File: config.mk
export PLATFORM = sky130hd
export DESIGN_NAME = myo_spi_fanout
export DESIGN_NICKNAME = d
export VERILOG_FILES = /design/src/rtl/myo_spi_fanout.sv
export SDC_FILE = /design/constraint.sdc
export NUM_CORES = 1
export LEC_CHECK = 0
export BUFFER_PORTS_ARGS = -buffer_cell sky130_fd_sc_hd__buf_4
export CORE_ASPECT_RATIO = 0.7
export CORE_MARGIN = 1.5
export CORE_UTILIZATION = 25
export DETAILED_ROUTE_END_ITERATION = 8
export GPL_TIMING_DRIVEN = 1
export REMOVE_ABC_BUFFERS = 1
export SETUP_SLACK_MARGIN = 0.02
export SYNTH_ARGS = -nofsm -noshare
export SYNTH_HDL_FRONTEND = slang
export SYNTH_SLANG_ARGS = --single-unit
File: constraint.sdc
create_clock -name clk -period 6.4 [get_ports clk]
set_clock_uncertainty 0.2 [all_clocks]
set_input_delay 0.32 -clock clk [delete_from_list [all_inputs] [get_ports clk]]
set_output_delay 0.32 -clock clk [all_outputs]
set_load 0.005 [all_outputs]
File: src/rtl/myo_spi_fanout.sv
// SPI fan-out from the HPS master to up to 32 myocontrol boards.
// Routes MISO back from the selected board and monitors each frame.
module myo_spi_fanout #(
  parameter int NUM_SLAVES = 32,
  parameter int WORD_BITS  = 16
) (
  input  logic                  clk,
  input  logic                  reset,
  input  logic                  spi_sclk,
  input  logic                  spi_mosi,
  input  logic [NUM_SLAVES-1:0] spi_ss_n,
  output logic                  spi_miso,
  output logic                  board_sclk,
  output logic                  board_mosi,
  output logic [NUM_SLAVES-1:0] board_ss_n,
  input  logic [NUM_SLAVES-1:0] board_miso,
  output logic                  frame_valid,
  output logic [4:0]            frame_slave,
  output logic [4:0]            frame_words,
  output logic [WORD_BITS-1:0]  frame_last_tx,
  output logic [WORD_BITS-1:0]  frame_last_rx,
  output logic                  err_multi_ss,
  output logic                  err_partial,
  input  logic                  err_clear
);

  localparam int BW = $clog2(WORD_BITS) + 1;

  typedef enum logic [1:0] {
    S_IDLE,
    S_ACTIVE,
    S_BLOCK,
    S_DONE
  } state_t;

  state_t r_state;
  state_t w_next;

  logic                  r_sclk;
  logic                  r_sclk_d;
  logic                  r_mosi;
  logic [NUM_SLAVES-1:0] r_ss_n;
  logic [NUM_SLAVES-1:0] r_miso_s1;
  logic [NUM_SLAVES-1:0] r_miso_s2;
  logic                  r_spi_miso;
  logic [4:0]            r_sel;
  logic                  r_sel_vld;
  logic [BW-1:0]         r_bit_cnt;
  logic [4:0]            r_word_cnt;
  logic [WORD_BITS-1:0]  r_tx_sr;
  logic [WORD_BITS-1:0]  r_rx_sr;
  logic [4:0]            r_frame_slave;
  logic [4:0]            r_frame_words;
  logic [WORD_BITS-1:0]  r_last_tx;
  logic [WORD_BITS-1:0]  r_last_rx;
  logic                  r_err_multi;
  logic                  r_err_partial;

  logic [NUM_SLAVES-1:0] w_low;
  logic                  w_none;
  logic                  w_multi;
  logic [4:0]            w_idx;
  logic [NUM_SLAVES-1:0] w_sel_mask;
  logic                  w_miso_sel;
  logic                  w_latch;
  logic                  w_done;
  logic                  w_set_multi;
  logic                  w_edge;
  logic                  w_word_end;
  logic [BW-1:0]         w_bit_nxt;
  logic [4:0]            w_word_nxt;
  logic [WORD_BITS-1:0]  w_tx_nxt;
  logic [WORD_BITS-1:0]  w_rx_nxt;
  logic                  w_set_partial;

  assign w_low   = ~r_ss_n;
  assign w_none  = (w_low == '0);
  assign w_multi = ((w_low & (w_low - NUM_SLAVES'(1))) != '0);

  always_comb begin
    w_idx = '0;
    for (int i = NUM_SLAVES - 1; i >= 0; i--) begin
      if (w_low[i]) w_idx = 5'(i);
    end
  end

  always_comb begin
    w_sel_mask        = '1;
    w_sel_mask[r_sel] = 1'b0;
  end

  assign w_miso_sel = r_miso_s2[r_sel];

  always_ff @(posedge clk or posedge reset) begin
    if (reset) begin
      r_sclk    <= 1'b0;
      r_sclk_d  <= 1'b0;
      r_mosi    <= 1'b0;
      r_ss_n    <= '1;
      r_miso_s1 <= '0;
      r_miso_s2 <= '0;
    end else begin
      r_sclk    <= spi_sclk;
      r_sclk_d  <= r_sclk;
      r_mosi    <= spi_mosi;
      r_ss_n    <= spi_ss_n;
      r_miso_s1 <= board_miso;
      r_miso_s2 <= r_miso_s1;
    end
  end

  always_comb begin
    w_next      = r_state;
    w_latch     = 1'b0;
    w_done      = 1'b0;
    w_set_multi = 1'b0;
    unique case (r_state)
      S_IDLE: begin
        if (w_multi) begin
          w_set_multi = 1'b1;
          w_next      = S_BLOCK;
        end else if (!w_none) begin
          w_latch = 1'b1;
          w_next  = S_ACTIVE;
        end
      end
      S_ACTIVE: begin
        if (w_none) begin
          w_done = 1'b1;
          w_next = S_DONE;
        end else if (r_ss_n != w_sel_mask) begin
          w_set_multi = 1'b1;
          w_next      = S_BLOCK;
        end
      end
      S_BLOCK: begin
        if (w_none) w_next = S_IDLE;
      end
      S_DONE: begin
        w_next = S_IDLE;
      end
      default: w_next = S_IDLE;
    endcase
  end

  always_ff @(posedge clk or posedge reset) begin
    if (reset) r_state <= S_IDLE;
    else       r_state <= w_next;
  end

  // A shift edge coinciding with SS release still lands in the frame.
  assign w_edge     = r_sclk & ~r_sclk_d & (r_state == S_ACTIVE);
  assign w_word_end = w_edge && (r_bit_cnt == BW'(WORD_BITS - 1));
  assign w_tx_nxt   = {r_tx_sr[WORD_BITS-2:0], r_mosi};
  assign w_rx_nxt   = {r_rx_sr[WORD_BITS-2:0], w_miso_sel};

  always_comb begin
    w_bit_nxt = r_bit_cnt;
    if (w_latch || w_word_end) w_bit_nxt = '0;
    else if (w_edge)           w_bit_nxt = r_bit_cnt + BW'(1);
  end

  always_comb begin
    w_word_nxt = r_word_cnt;
    if (w_latch) w_word_nxt = '0;
    else if (w_word_end && r_word_cnt != 5'd31)
      w_word_nxt = r_word_cnt + 5'd1;
  end

  assign w_set_partial = w_done && (w_bit_nxt != '0);

  always_ff @(posedge clk or posedge reset) begin
    if (reset) begin
      r_sel     <= '0;
      r_sel_vld <= 1'b0;
      r_bit_cnt <= '0;
      r_word_cnt <= '0;
      r_tx_sr   <= '0;
      r_rx_sr   <= '0;
    end else begin
      r_bit_cnt  <= w_bit_nxt;
      r_word_cnt <= w_word_nxt;
      if (w_latch) begin
        r_sel     <= w_idx;
        r_sel_vld <= 1'b1;
        r_tx_sr   <= '0;
        r_rx_sr   <= '0;
      end else begin
        if (w_next == S_IDLE || w_next == S_BLOCK)
          r_sel_vld <= 1'b0;
        if (w_edge) begin
          r_tx_sr <= w_tx_nxt;
          r_rx_sr <= w_rx_nxt;
        end
      end
    end
  end

  always_ff @(posedge clk or posedge reset) begin
    if (reset) begin
      r_frame_slave <= '0;
      r_frame_words <= '0;
      r_last_tx     <= '0;
      r_last_rx     <= '0;
      r_spi_miso    <= 1'b0;
    end else begin
      r_spi_miso <= r_sel_vld ? w_miso_sel : 1'b0;
      if (w_word_end) begin
        r_last_tx <= w_tx_nxt;
        r_last_rx <= w_rx_nxt;
      end
      if (w_done) begin
        r_frame_slave <= r_sel;
        r_frame_words <= w_word_nxt;
      end
    end
  end

  // Setting a flag wins over a same-cycle clear.
  always_ff @(posedge clk or posedge reset) begin
    if (reset) begin
      r_err_multi   <= 1'b0;
      r_err_partial <= 1'b0;
    end else begin
      if (w_set_multi)    r_err_multi <= 1'b1;
      else if (err_clear) r_err_multi <= 1'b0;
      if (w_set_partial)  r_err_partial <= 1'b1;
      else if (err_clear) r_err_partial <= 1'b0;
    end
  end

  // Illegal multi-select patterns never reach the boards.
  always_comb begin
    board_ss_n = '1;
    if ((r_state == S_IDLE || r_state == S_ACTIVE) && !w_multi)
      board_ss_n = r_ss_n;
  end

  assign board_sclk    = r_sclk;
  assign board_mosi    = r_mosi;
  assign spi_miso      = r_spi_miso;
  assign frame_valid   = (r_state == S_DONE);
  assign frame_slave   = r_frame_slave;
  assign frame_words   = r_frame_words;
  assign frame_last_tx = r_last_tx;
  assign frame_last_rx = r_last_rx;
  assign err_multi_ss  = r_err_multi;
  assign err_partial   = r_err_partial;

endmodule
* Yosys cells after proc, flatten, opt, wreduce, memory -nomap -nowiden
Cells that the tools add are included. Widths: inputs -> output; s select.
Word-level totals: bits in registers 192, latch bits 0, RAM bits 0, ROM bits 0, word-level logic and storage cells 122, memories 0
Operators by class: add/subtract/negate cells 3, multipliers 0, div/mod/pow operators 0, $lt $le $gt $ge 2, equality and inequality tests 7, shift-type cells 0, mux-type cells 66, bitwise logic cells 6, reductions and logical operators 18
Operators with widths (count):
- $mux 5 | 36
- $not 32->32 | 2
- $mux 15 | 4
- $and 32x32->32 | 1
- $logic_not 32->1 | 1
- $mux 32 | 1
- $ne 32x32->1 | 1
- $reduce_bool 32->1 | 1
- $sub 32x1->32 const B | 1
- $mux 1 | 16
- $add 5x1->5 const B | 2
- $mux 2 | 5
- $pmux 2 s4 | 1
- $reduce_bool 2->1 | 4
- $eq 2x2->1 const B | 3
- $lt 5x6->1 const B | 1
- $bmux 1 s5 | 1
- $demux 1 s5 | 1
- $eq 5x4->1 const B | 1
- $ge 5x1->1 const B | 1
- $logic_and 1x1->1 | 5
- $ne 5x5->1 const B | 1
- $reduce_bool 5->1 | 1
- $logic_not 2->1 | 2
- 6 further kinds | 9

* Longest topological paths before layout
Gate-level depths: netlist of run 1.
depth after elaboration 33, mapped depth 10, mapped depth without buffers 10

* Least setup slack after synthesis of run 1
OpenSTA, ideal clock, no wires.
path type register -> output, from register r_ss_n[1], to output port board_ss_n[10], arrival 2572 ps, data required time 5880 ps, setup slack 3308 ps, cell stages (with the launch flop) 10, buffers on the path 2, cell sequence dfstp_2 > buf_2 > nand4_4 > nor4_4 > nand3_1 > a211oi_1 > nand4_1 > nor3_2 > clkbuf_1 > nand2b_1
Between the ends: longest elaborated chain between the ends 7
Ends and longest elaborated chain:
- from (decl) | line 42 | logic [NUM_SLAVES-1:0] r_ss_n;
- from (signal assigned) | line 106 | r_ss_n <= spi_ss_n;
- $not 32->32 (*) | line 76 | assign w_low = ~r_ss_n;
- $sub 32x1->32 | line 78 | assign w_multi = ((w_low & (w_low - NUM_SLAVES'(1))) != '0);
- $and 32x32->32 (*) | line 78
- $reduce_bool 32->1 (*) | line 78
- $logic_not 1->1 (*) | line 235 | if ((r_state == S_IDLE || r_state == S_ACTIVE) && !w_multi)
- $logic_and 1x1->1 (*) | line 235
- $mux 32 (*) | line 235
- to (decl) | line 15 | output logic [NUM_SLAVES-1:0] board_ss_n,
Mark *: on every way between the ends. The rest lies on a longest branch, timed or not.

* Worst setup path after layout of run 1
from register r_ss_n[4], to output port board_ss_n[11]
The elaborated chain is that of the path after synthesis.

==> flow_summary_export.csv, run 1 <==
group,metric,value,unit
outcome,status,"completed",
floorplan,core_area,33600,um^2
sta,hold_vio_cnt_final,0,
yosys,synth_fa_ha_area_share,0.934,%
layout,number_of_antenna_diodes,0,
sta,grt_setup_unrepaired,"false",
worst_setup_path,critical_path_arrival,4.05,ns
power_and_ir_drop,final_total_pwr,0.00258,W
worst_setup_path,crit_path_end_kind,"output port",
yosys,synth-edff-count,0,
sta,setup_total_negative_slack,0,ns
sta,final_setup_fails,0,
placement,portBuffers,148,
worst_setup_path,critPathKind,"flip-flop to output port",
sta,maxSlewViolCount,0,
layout,final_nets,1063,
route,first_iter_violations,655,
floorplan,die_area,35400,um^2
clock_network,insertion_delay,0.46,ns
power_and_ir_drop,ir_drop,0.205,mV
route,post_route_antenna_net_violation_count,0,
clock_network,ctsResizeCount,0,
worst_setup_path,critical-path-slowest-cell,"sky130_fd_sc_hd__nor3_4",
sta,finalWorstPathRequiredPeriod,4.57,ns
worst_setup_path,worstReg2RegEnd,"r_sel[2]",
route,drc,0,
yosys,yosys_register_bits,192,
sta,post-route-period-util,71.3,%
yosys,synth-async-reset-ratio,100,%
power_and_ir_drop,pwr_density_cell,226,nW/um^2
worst_hold_path,holdPathEnd,"r_miso_s2[23]",
layout,syn_to_final_growth,32.8,%
yosys,synth_compound_gate_area_share,9.45,%
clock_network,postCtsSetupRepairBufs,0,
yosys,ys_types,64,
route,first_pass_iters,6,
clock_network,clock_sink_count,192,
worst_hold_path,whs_path_depth,0,
worst_setup_path,required,5.88,ns
global_routing,globalRoute.totalOverflow,0,
floorplan,floorplan.io_pins,149,
yosys,synth_top_flop_cell,"sky130_fd_sc_hd__dfrtp_1",
worst_setup_path,ff2ff_path_depth,8,
layout,post_route_cells_drive_above_1_share,24.7,%
clock_network,cts_hold_buffers,68,
flow_run,drv_cap,0,
sta,max_freq,219,MHz
global_routing,grt_pass1_vias,6626,
yosys,dominant_combinational_cell_family_by_area_after_synthesis,"simple AND/OR/NAND/NOR gates",
sta,worst_slew_pin_slew,1.18,ns
clock_network,clock_tree.buffer_depth,2,
yosys,synth.yosys.warnings,0,
power_and_ir_drop,leakagePower,5.08,nW
layout,fill_cells,3368,
worst_setup_path,worst_path_largest_cell_delay,0.99,ns
clock_network,clock-root-buffer,"sky130_fd_sc_hd__clkbuf_16",
yosys,synthesis.instances,808,
route,drt-vias-per-instance,4.78,
worst_setup_path,critical_path.cell_chain,"nand4_2 -> nor4_4 -> a41oi_1 -> a211oi_1 -> nand4_1 -> nor3_4 -> nand2b_1 -> buf_4",
sta,timing.hold.ws,0.150,ns
floorplan,initial_utilization,25.5,%
worst_setup_path,worstSetupStartpointType,"flip-flop",
clock_network,cts_made_buffers,17,
global_routing,track_usage,14.8,%
floorplan,die_h,158,um
floorplan,placementRows,56,
global_routing,largest_net_degree_at_the_start_of_global_routing,136,
layout,finalNonFillerCells,1438,
yosys,synth.mux.area_fraction,7.25,%
route,wl,25.6,mm
worst_setup_path,r2r_slack,2.67,ns
yosys,synth-simple-area-share,21.3,%
sta,relSlewSlack,21.5,%
floorplan,fp.dieW,224,um
yosys,synth.yosys.seq_area_share,56.5,%
route,routedWlPerCell,17.8,um
clock_network,clkSlewWorstSetupHoldPaths,0.09,ns
worst_hold_path,class_of_the_worst_hold_path,"flip-flop to flip-flop",
worst_setup_path,critPathMaxFanout,32,
global_routing,antenna_found_initial,0,
clock_network,tritoncts_clock_tree,"done",
worst_hold_path,hold_start,"r_miso_s1[23]",
yosys,postSynthAreaPerCell,10.6,um^2
placement,dp_cells,1338,
worst_setup_path,worst_r2r_startpoint,"r_ss_n[4]",
yosys,synthXorXnorAreaFrac,0.715,%
placement,dpl.hpwl,17.3,mm
clock_network,ctsHtreeMaxLevel,4,
route,vias,6877,
placement,gp_congestion,0.881,
global_routing,grt_first_pass_wirelength,39.5,mm
yosys,synthesis.area,8580,um^2
==> logic make-up (layout without fill, tap and decap cells) <==
kind of cell / count (synthesis) / after routing
compound gates: 113 / 113
xor+xnor: 7 / 7
fa+ha+maj: 7 / 7
buf+inv: 80 / 275
flops: 192 / 192
mux: 51 / 51
simple gates: 358 / 358
==> Yosys cell counts (3+ instances only) <==
cell type	instances	area [um^2]
sky130_fd_sc_hd__and4b_1	6	60.1
sky130_fd_sc_hd__o21ai_0	20	100
sky130_fd_sc_hd__nor2b_1	7	43.8
sky130_fd_sc_hd__a2111oi_0	5	43.8
sky130_fd_sc_hd__and3_1	5	31.3
sky130_fd_sc_hd__dfrtp_1	160	4000
sky130_fd_sc_hd__nor2_1	61	229
sky130_fd_sc_hd__inv_1	17	63.8
sky130_fd_sc_hd__nor4bb_1	7	70.1
sky130_fd_sc_hd__a32o_1	3	30.0
sky130_fd_sc_hd__clkbuf_1	49	184
sky130_fd_sc_hd__and3b_1	8	70.1
sky130_fd_sc_hd__mux2_2	9	101
sky130_fd_sc_hd__nand4_1	12	75.1
sky130_fd_sc_hd__a221oi_1	5	43.8
sky130_fd_sc_hd__buf_2	10	50.1
sky130_fd_sc_hd__nand3_1	18	90.1
sky130_fd_sc_hd__xor2_1	4	35.0
sky130_fd_sc_hd__a31oi_1	10	62.6
sky130_fd_sc_hd__o22ai_1	3	18.8
sky130_fd_sc_hd__dfstp_2	32	841
sky130_fd_sc_hd__or3_1	3	18.8
sky130_fd_sc_hd__a211oi_1	8	60.1
sky130_fd_sc_hd__nor3_1	17	85.1
sky130_fd_sc_hd__o211ai_1	3	22.5
sky130_fd_sc_hd__nor4_1	5	31.3
sky130_fd_sc_hd__maj3_1	3	30.0
sky130_fd_sc_hd__nand2_1	150	563
sky130_fd_sc_hd__nor3b_1	5	37.5
sky130_fd_sc_hd__nand4b_1	3	26.3
sky130_fd_sc_hd__o2111ai_1	7	61.3
sky130_fd_sc_hd__ha_1	4	50.1
sky130_fd_sc_hd__and2_1	6	37.5
sky130_fd_sc_hd__and4_1	7	61.3
sky130_fd_sc_hd__mux4_2	8	180
sky130_fd_sc_hd__xnor2_1	3	26.3
sky130_fd_sc_hd__nand2b_1	30	188
sky130_fd_sc_hd__a32oi_1	5	43.8
sky130_fd_sc_hd__a21oi_1	15	75.1
sky130_fd_sc_hd__mux2i_1	34	340
sky130_fd_sc_hd__a22oi_1	5	37.5
==> through the flow <==
step	worst slack [ns]	instance area [um^2]	util (%)
2_1_floorplan	-2.76	8310	-
3_3_place_gp	2.52	10100	29.9
3_5_place_dp	2.35	10100	29.9
4_1_cts	1.81	11400	33.9
5_1_grt	1.49	11400	33.9
6_report	1.83	11400	33.9
==> worst max-delay path, delay by kind of cell, from the launching register on <==
family,cells,cell delay (ns)
AO/OA/AOI/OAI,2,0.46
buffers and inverters,1,0.19
AND/OR/NAND/NOR,5,2.25
flip-flops,1,0.68
==> power by group <==
part           total, W  internal (W)  leakage, nW  switching [W]
Combinational  0.000143     0.0000777         2.36      0.0000653
Clock           0.00114      0.000551        0.304       0.000588
Sequential      0.00130       0.00125         2.41      0.0000422
==> registers in the layout (all words and copies together), names as in the netlist, 2 cells and up <==
| register | flops |
|---|---|
| r_miso_s1 | 32 |
| r_miso_s2 | 32 |
| r_ss_n | 32 |
| frame_last_rx | 16 |
| frame_last_tx | 16 |
| r_rx_sr | 15 |
| r_tx_sr | 15 |
| frame_slave | 5 |
| frame_words | 5 |
| r_bit_cnt | 5 |
| r_sel | 5 |
| r_word_cnt | 5 |
| r_state | 2 |
==> placed cells by master, fill, tap and decap left out, types with 6 or more instances in the layout <==
cell type | netlist | final
sky130_fd_sc_hd__nor2_1 | 61 | 61
sky130_fd_sc_hd__o2111ai_1 | 7 | 7
sky130_fd_sc_hd__and4_1 | 7 | 7
sky130_fd_sc_hd__a21oi_1 | 15 | 15
sky130_fd_sc_hd__o21ai_0 | 20 | 20
sky130_fd_sc_hd__and2_1 | 6 | 6
sky130_fd_sc_hd__a211oi_1 | 8 | 8
sky130_fd_sc_hd__mux4_2 | 8 | 8
sky130_fd_sc_hd__nand2_1 | 150 | 150
sky130_fd_sc_hd__nor3_1 | 17 | 17
sky130_fd_sc_hd__and3b_1 | 8 | 8
sky130_fd_sc_hd__nand4_1 | 12 | 12
sky130_fd_sc_hd__dfstp_2 | 32 | 32
sky130_fd_sc_hd__inv_1 | 17 | 16
sky130_fd_sc_hd__nor2b_1 | 7 | 7
sky130_fd_sc_hd__nand3_1 | 18 | 18
sky130_fd_sc_hd__nor4bb_1 | 7 | 6
sky130_fd_sc_hd__and4b_1 | 6 | 6
sky130_fd_sc_hd__a31oi_1 | 10 | 10
sky130_fd_sc_hd__mux2i_1 | 34 | 34
sky130_fd_sc_hd__dfrtp_1 | 160 | 160
sky130_fd_sc_hd__dlygate4sd3_1 | 0 | 68
sky130_fd_sc_hd__buf_4 | 0 | 158
sky130_fd_sc_hd__mux2_2 | 9 | 9
sky130_fd_sc_hd__nand2b_1 | 30 | 30
sky130_fd_sc_hd__clkbuf_16 | 0 | 17
==> layout make-up <==
| cell class | count | area, um^2 | area share (%) |
|---|---|---|---|
| Timing Repair Buffer | 226 | 1870 | 16.4 |
| Clock inverter | 15 | 214 | 1.88 |
| Clock buffer | 17 | 425 | 3.73 |
| Inverter | 17 | 71.3 | 0.626 |
| Multi-Input combinational cell | 536 | 3420 | 30.1 |
| Sequential cell | 192 | 4840 | 42.5 |
| Tap cell | 435 | 544 | 4.78 |
==> per-layer routing <==
| layer | share of wire, % | track usage [%] | wire, um |
|---|---|---|---|
| met5 | 0 | 0 | 0 |
| met4 | 0.89 | 2.97 | 228 |
| met3 | 7.5 | 5.16 | 1910 |
| met2 | 43 | 21.1 | 11100 |
| met1 | 48 | 21.4 | 12400 |
==> how the worst max path moves through the flow <==
stage	from	end	slack, ns	cells after the start
2_1_floorplan	r_state[1]	r_word_cnt[3]	-2.76	6
3_3_place_gp	r_ss_n[4]	board_ss_n[7]	2.52	8
3_5_place_dp	r_ss_n[4]	board_ss_n[11]	2.35	8
4_1_cts	r_ss_n[4]	board_ss_n[11]	1.81	8
5_1_grt	r_ss_n[4]	board_ss_n[12]	1.49	8
6_report	r_ss_n[4]	board_ss_n[11]	1.83	8
Note: power is estimated with default switching activity, not from simulation.
==> run 2, diff against run 1 <==
- clock period: 6.4 -> 4.5 ns (I/O delays scaled with it)
==> run 2 against run 1 <==
  * Flip-flop and latch count unchanged
  * Worst hold slack about the same
  * Highest routed layer unchanged
  * Via count decreased by 1.2%
  * Largest cell class unchanged
==> flow_summary_export.csv, run 2 (synthesized netlist as in run 1, its figures left out) <==
group,metric,value,unit
worst_setup_path,r2r_slack,0.76,ns
clock_network,clkSlewWorstSetupHoldPaths,0.09,ns
sta,finalWorstPathRequiredPeriod,4.16,ns
route,vias,6795,
layout,total_area_of_sequential_cells,4840,um^2
route,drt-vias-per-instance,4.71,
layout,syn_to_final_growth,32.9,%
floorplan,die_h,158,um
global_routing,globalRoute.totalOverflow,0,
power_and_ir_drop,p_sw_share,26.3,%
layout,layout_common_cells,"162 x sky130_fd_sc_hd__buf_4, 160 x sky130_fd_sc_hd__dfrtp_1, 150 x sky130_fd_sc_hd__nand2_1",
flow_run,drv_cap,0,
floorplan,initial_utilization,25.5,%
worst_setup_path,crit_path_end_kind,"output port",
clock_network,tritoncts_clock_tree,"done",
power_and_ir_drop,p_seq_share,51.2,%
clock_network,clock_sink_count,192,
sta,timing.hold.ws,0.150,ns
sta,worst_slew_pin_slew,1.01,ns
global_routing,grt_pass1_vias,6601,
floorplan,fp.dieW,224,um
power_and_ir_drop,pwr_density_cell,316,nW/um^2
route,first_iter_violations,523,
layout,final_nets,1067,
route,first_pass_iters,5,
power_and_ir_drop,internal_power,0.00265,W
global_routing,antenna_found_initial,1,
worst_setup_path,critPathKind,"flip-flop to output port",
placement,gp_congestion,0.907,
global_routing,grt_first_pass_wirelength,39.9,mm
sta,post-route-period-util,92.5,%
power_and_ir_drop,leakagePower,5.09,nW
floorplan,placementRows,56,
clock_network,postCtsSetupRepairBufs,0,
clock_network,cts_made_buffers,17,
sta,max_freq,240,MHz
power_and_ir_drop,final_total_pwr,0.00360,W
route,drc,0,
sta,maxSlewViolCount,0,
floorplan,core_area,33600,um^2
sta,final_setup_fails,0,
route,wl,25.7,mm
clock_network,clock-root-buffer,"sky130_fd_sc_hd__clkbuf_16",
layout,fill_cells,3375,
floorplan,die_area,35400,um^2
worst_setup_path,worstSetupStartpointType,"flip-flop",
clock_network,insertion_delay,0.45,ns
floorplan,floorplan.io_pins,149,
route,post_route_antenna_net_violation_count,0,
clock_network,ctsResizeCount,0,
route,met1Wirelength,12.4,mm
sta,grt_setup_unrepaired,"false",
outcome,status,"completed",
global_routing,track_usage,14.9,%
sta,relSlewSlack,32.8,%
worst_setup_path,required,4.07,ns
route,met3_length,1.98,mm
layout,post_route_cells_drive_above_1_share,25.0,%
power_and_ir_drop,p_switching,0.000947,W
global_routing,largest_net_degree_at_the_start_of_global_routing,127,
placement,portBuffers,148,
layout,finish.instance_area,11400,um^2
layout,layout_top_registers,"r_miso_s1 x32, r_miso_s2 x32, r_ss_n x32",
layout,multiInputGateArea,3420,um^2
worst_setup_path,critical_path_arrival,3.74,ns
placement,dpl.hpwl,17.8,mm
power_and_ir_drop,share_clk_of_total_power,43.2,%
sta,hold_vio_cnt_final,0,
route,routed_wire_length_on_met2,11.0,mm
worst_setup_path,critPathMaxFanout,20,
clock_network,clock_tree.buffer_depth,2,
power_and_ir_drop,ir_drop,0.219,mV
route,maxUsedRoutingLayer,"met4",
placement,post_place_cell_area,10100,um^2
worst_hold_path,class_of_the_worst_hold_path,"flip-flop to flip-flop",
route,routedWlPerCell,17.8,um
power_and_ir_drop,power.combinational.fraction,5.7,%
clock_network,ctsHtreeMaxLevel,4,
layout,layout.cells.most_common,"sky130_fd_sc_hd__buf_4",
==> run 2: power groups by stage <==
stage                     sequential [W]  combinational (W)  clock, W
after floorplan                  0.00185          0.0000774         0
after global placement           0.00187           0.000161         0
after detailed placement         0.00187           0.000160         0
after CTS                        0.00184           0.000207   0.00162
after global routing             0.00185           0.000227   0.00169
final                            0.00184           0.000205   0.00155
==> run 2: area by class of cell <==
class	count	area share, %
antenna	1	0.0220
clock buffer	17	3.73
clock inverter	14	1.64
inverter	17	0.626
multi-input combinational	536	30.1
sequential	192	42.5
tap	435	4.78
timing repair buffer	230	16.6
==> run 2: critical path, cell delays in order, from the launching register on <==
cell,delay (ns)
sky130_fd_sc_hd__dfstp_2,0.68
sky130_fd_sc_hd__nand4_2,0.26
sky130_fd_sc_hd__nor4_4,0.57
sky130_fd_sc_hd__nand2_1,0.19
sky130_fd_sc_hd__o22ai_1,0.26
sky130_fd_sc_hd__nand4_1,0.27
sky130_fd_sc_hd__nor3_4,0.46
sky130_fd_sc_hd__buf_4,0.34
sky130_fd_sc_hd__nand2b_1,0.10
sky130_fd_sc_hd__buf_4,0.14
==> run 2: metal layers <==
metal	GRT usage, %	vias up
met4	4.09	0
met2	21.6	239
li1	-	3209
met5	0	-
met1	21.4	3323
met3	4.36	24
==> run 2: final timing paths <==
path / cells past startpoint / endpoint / startpoint
setup / recovery: 9 / board_ss_n[3] / r_ss_n[4]
hold / removal: 0 / r_miso_s2[20] / r_miso_s1[20]
setup reg to reg: 8 / r_sel[0] / r_ss_n[4]
hold reg to reg: 0 / r_miso_s2[20] / r_miso_s1[20]
max in group asynchronous: 4 / r_ss_n[6] / reset
min in group asynchronous: 3 / r_miso_s1[28] / reset
==> run 2: through the flow <==
stage | setup slack, ns | util, % | instances | setup TNS, ns
after global routing | 0.0341 | 33.9 | 1441 | 0
after detailed placement | 0.770 | 30.0 | 1342 | 0
final | 0.337 | 33.9 | 1442 | 0
after CTS | 0.274 | 33.9 | 1441 | 0
after global placement | 0.861 | 30.0 | 1342 | 0
after floorplan | -4.66 | - | 745 | -417.00
==> run 2: what timing repair did <==
action	4_1_cts	5_1_grt
hold buffers	68	0
endpoints found under the hold margin	177	0
endpoints found under the setup margin	0	6
==> run 3, diff against run 2 <==
- GPL_TIMING_DRIVEN: 1 -> 0
==> run 3 against run 2 <==
  * Sequential power is essentially flat
  * Setup slack lost 0.029 ns
  * Total power decreased by 0.39%
  * Wire length decreased by 2.5%
  * Combinational power about the same
  * Largest cell class unchanged
==> flow_summary_export.csv, run 3 (synthesized netlist as in run 1, its figures left out) <==
group,metric,value,unit
outcome,status,"completed",
layout,layout_top_registers,"r_miso_s1 x32, r_miso_s2 x32, r_ss_n x32",
sta,grt_setup_unrepaired,"false",
worst_setup_path,critical-path-slowest-cell,"sky130_fd_sc_hd__dfstp_2",
sta,worst_slew_pin_slew,1.09,ns
global_routing,grt_first_pass_wirelength,38.8,mm
worst_setup_path,worst_path_largest_cell_delay,0.69,ns
sta,post-route-period-util,93.2,%
layout,number_of_antenna_diodes,0,
clock_network,ctsHtreeMaxLevel,4,
layout,fill_cells,3402,
global_routing,track_usage,14.5,%
worst_setup_path,critical_path_arrival,3.77,ns
floorplan,floorplan.io_pins,149,
worst_setup_path,crit_path_end_kind,"output port",
layout,finalNonFillerCells,1436,
placement,portBuffers,148,
global_routing,antenna_found_initial,0,
clock_network,cts_made_buffers,17,
sta,finalWorstPathRequiredPeriod,4.19,ns
power_and_ir_drop,pwr_density_cell,314,nW/um^2
clock_network,clkSlewWorstSetupHoldPaths,0.08,ns
power_and_ir_drop,ir_drop,0.209,mV
power_and_ir_drop,final_total_pwr,0.00359,W
power_and_ir_drop,leakagePower,5.07,nW
worst_setup_path,path_buf_inv,2,
sta,setup_slack,0.308,ns
flow_run,drv_cap,0,
worst_setup_path,critPathKind,"flip-flop to output port",
placement,gp_congestion,0.926,
sta,maxSlewViolCount,0,
route,first_pass_iters,6,
floorplan,die_h,158,um
layout,layout_common_cells,"158 x sky130_fd_sc_hd__dfrtp_1, 149 x sky130_fd_sc_hd__nand2_1, 148 x sky130_fd_sc_hd__buf_4",
sta,relSlewSlack,27.1,%
layout,post_route_cells_drive_above_1_share,24.9,%
layout,multiInputGateArea,3430,um^2
global_routing,largest_net_degree_at_the_start_of_global_routing,102,
floorplan,placementRows,56,
placement,dp_cells,1336,
route,vias,6786,
clock_network,ctsResizeCount,0,
clock_network,clock_sink_count,192,
floorplan,core_area,33600,um^2
route,routedWlPerCell,17.4,um
worst_setup_path,critical-path-top-delay-family,"simple AND/OR/NAND/NOR gates",
route,wl,25.0,mm
route,drt-vias-per-instance,4.73,
sta,hold_vio_cnt_final,0,
floorplan,die_area,35400,um^2
sta,final_setup_fails,0,
global_routing,globalRoute.totalOverflow,0,
placement,placement.setup.worst_slack,0.642,ns
floorplan,fp.dieW,224,um
route,post_route_antenna_net_violation_count,0,
layout,syn_to_final_growth,33.1,%
clock_network,clock_tree.buffer_depth,2,
worst_setup_path,required,4.07,ns
worst_setup_path,critPathMaxFanout,21,
worst_hold_path,class_of_the_worst_hold_path,"flip-flop to flip-flop",
floorplan,initial_utilization,25.5,%
worst_setup_path,critical_path.cell_chain,"nand4_2 -> nor4_4 -> nand2_1 -> o22ai_1 -> nand4_1 -> nor3_4 -> buf_16 -> nand2b_1 -> buf_4",
placement,dpl.hpwl,17.0,mm
route,drc,0,
layout,layout.cells.most_common,"sky130_fd_sc_hd__dfrtp_1",
layout,total_area_of_sequential_cells,4850,um^2
clock_network,insertion_delay,0.45,ns
layout,final_nets,1061,
sta,max_freq,239,MHz
worst_setup_path,worstSetupStartpointType,"flip-flop",
global_routing,grt_pass1_vias,6538,
clock_network,clock-root-buffer,"sky130_fd_sc_hd__clkbuf_16",
route,first_iter_violations,629,
clock_network,tritoncts_clock_tree,"done",
run 3: changes by cell type in the layout (fill, tap and decap cells not counted), sizes merged:
cell,before,now
buf,162,156
clkbuf,17,19
diode,1,0
inv,24,23
run 3: final timing paths:
| path | slack [ns] | startpoint | end | depth (start not counted) |
|---|---|---|---|---|
| max | 0.31 | r_ss_n[4] | board_ss_n[12] | 9 |
| min | 0.15 | r_miso_s1[15] | r_miso_s2[15] | 0 |
| max reg2reg | 0.59 | r_ss_n[4] | r_tx_sr[13] | 10 |
| min reg2reg | 0.15 | r_miso_s1[15] | r_miso_s2[15] | 0 |
| max in group asynchronous | 2.86 | reset | r_sel[1] | 4 |
| min in group asynchronous | 0.26 | reset | frame_last_tx[12] | 3 |
run 3: power breakdown:
group | total, W | internal [W] | switching, W
Clock | 0.00154 | 0.000768 | 0.000774
Combinational | 0.000202 | 0.000112 | 0.0000895
Sequential | 0.00184 | 0.00178 | 0.0000595
run 3: what timing repair did:
action	in CTS	in global routing
endpoints found under the hold margin	168	0
setup buffers	0	0
hold buffers	68	0
run 3: layer usage:
layer	vias to the layer above	wire length, um	GRT usage [%]
met5	-	0	0
met4	0	161	3.39
met3	12	1710	4.16
met2	222	10900	21.0
met1	3345	12200	21.2
li1	3207	-	-
run 3: layout make-up:
| type | instances | area share, % |
|---|---|---|
| clock buffer | 19 | 3.88 |
| multi-input combinational | 536 | 30.0 |
| inverter | 17 | 0.625 |
| clock inverter | 13 | 1.45 |
| tap | 435 | 4.77 |
| timing repair buffer | 224 | 16.8 |
| sequential | 192 | 42.5 |
run 3: stage by stage:
step	hold slack, ns	setup TNS [ns]	cell area, um^2	utilization, %
after global placement	0.134	-1041.68	9970	29.6
after CTS	0.150	0	11400	33.9
after floorplan	0.0295	-417.00	8310	-
final	0.146	0	11400	33.9
after detailed placement	0.134	0	10100	30.1
after global routing	0.156	0	11400	33.9
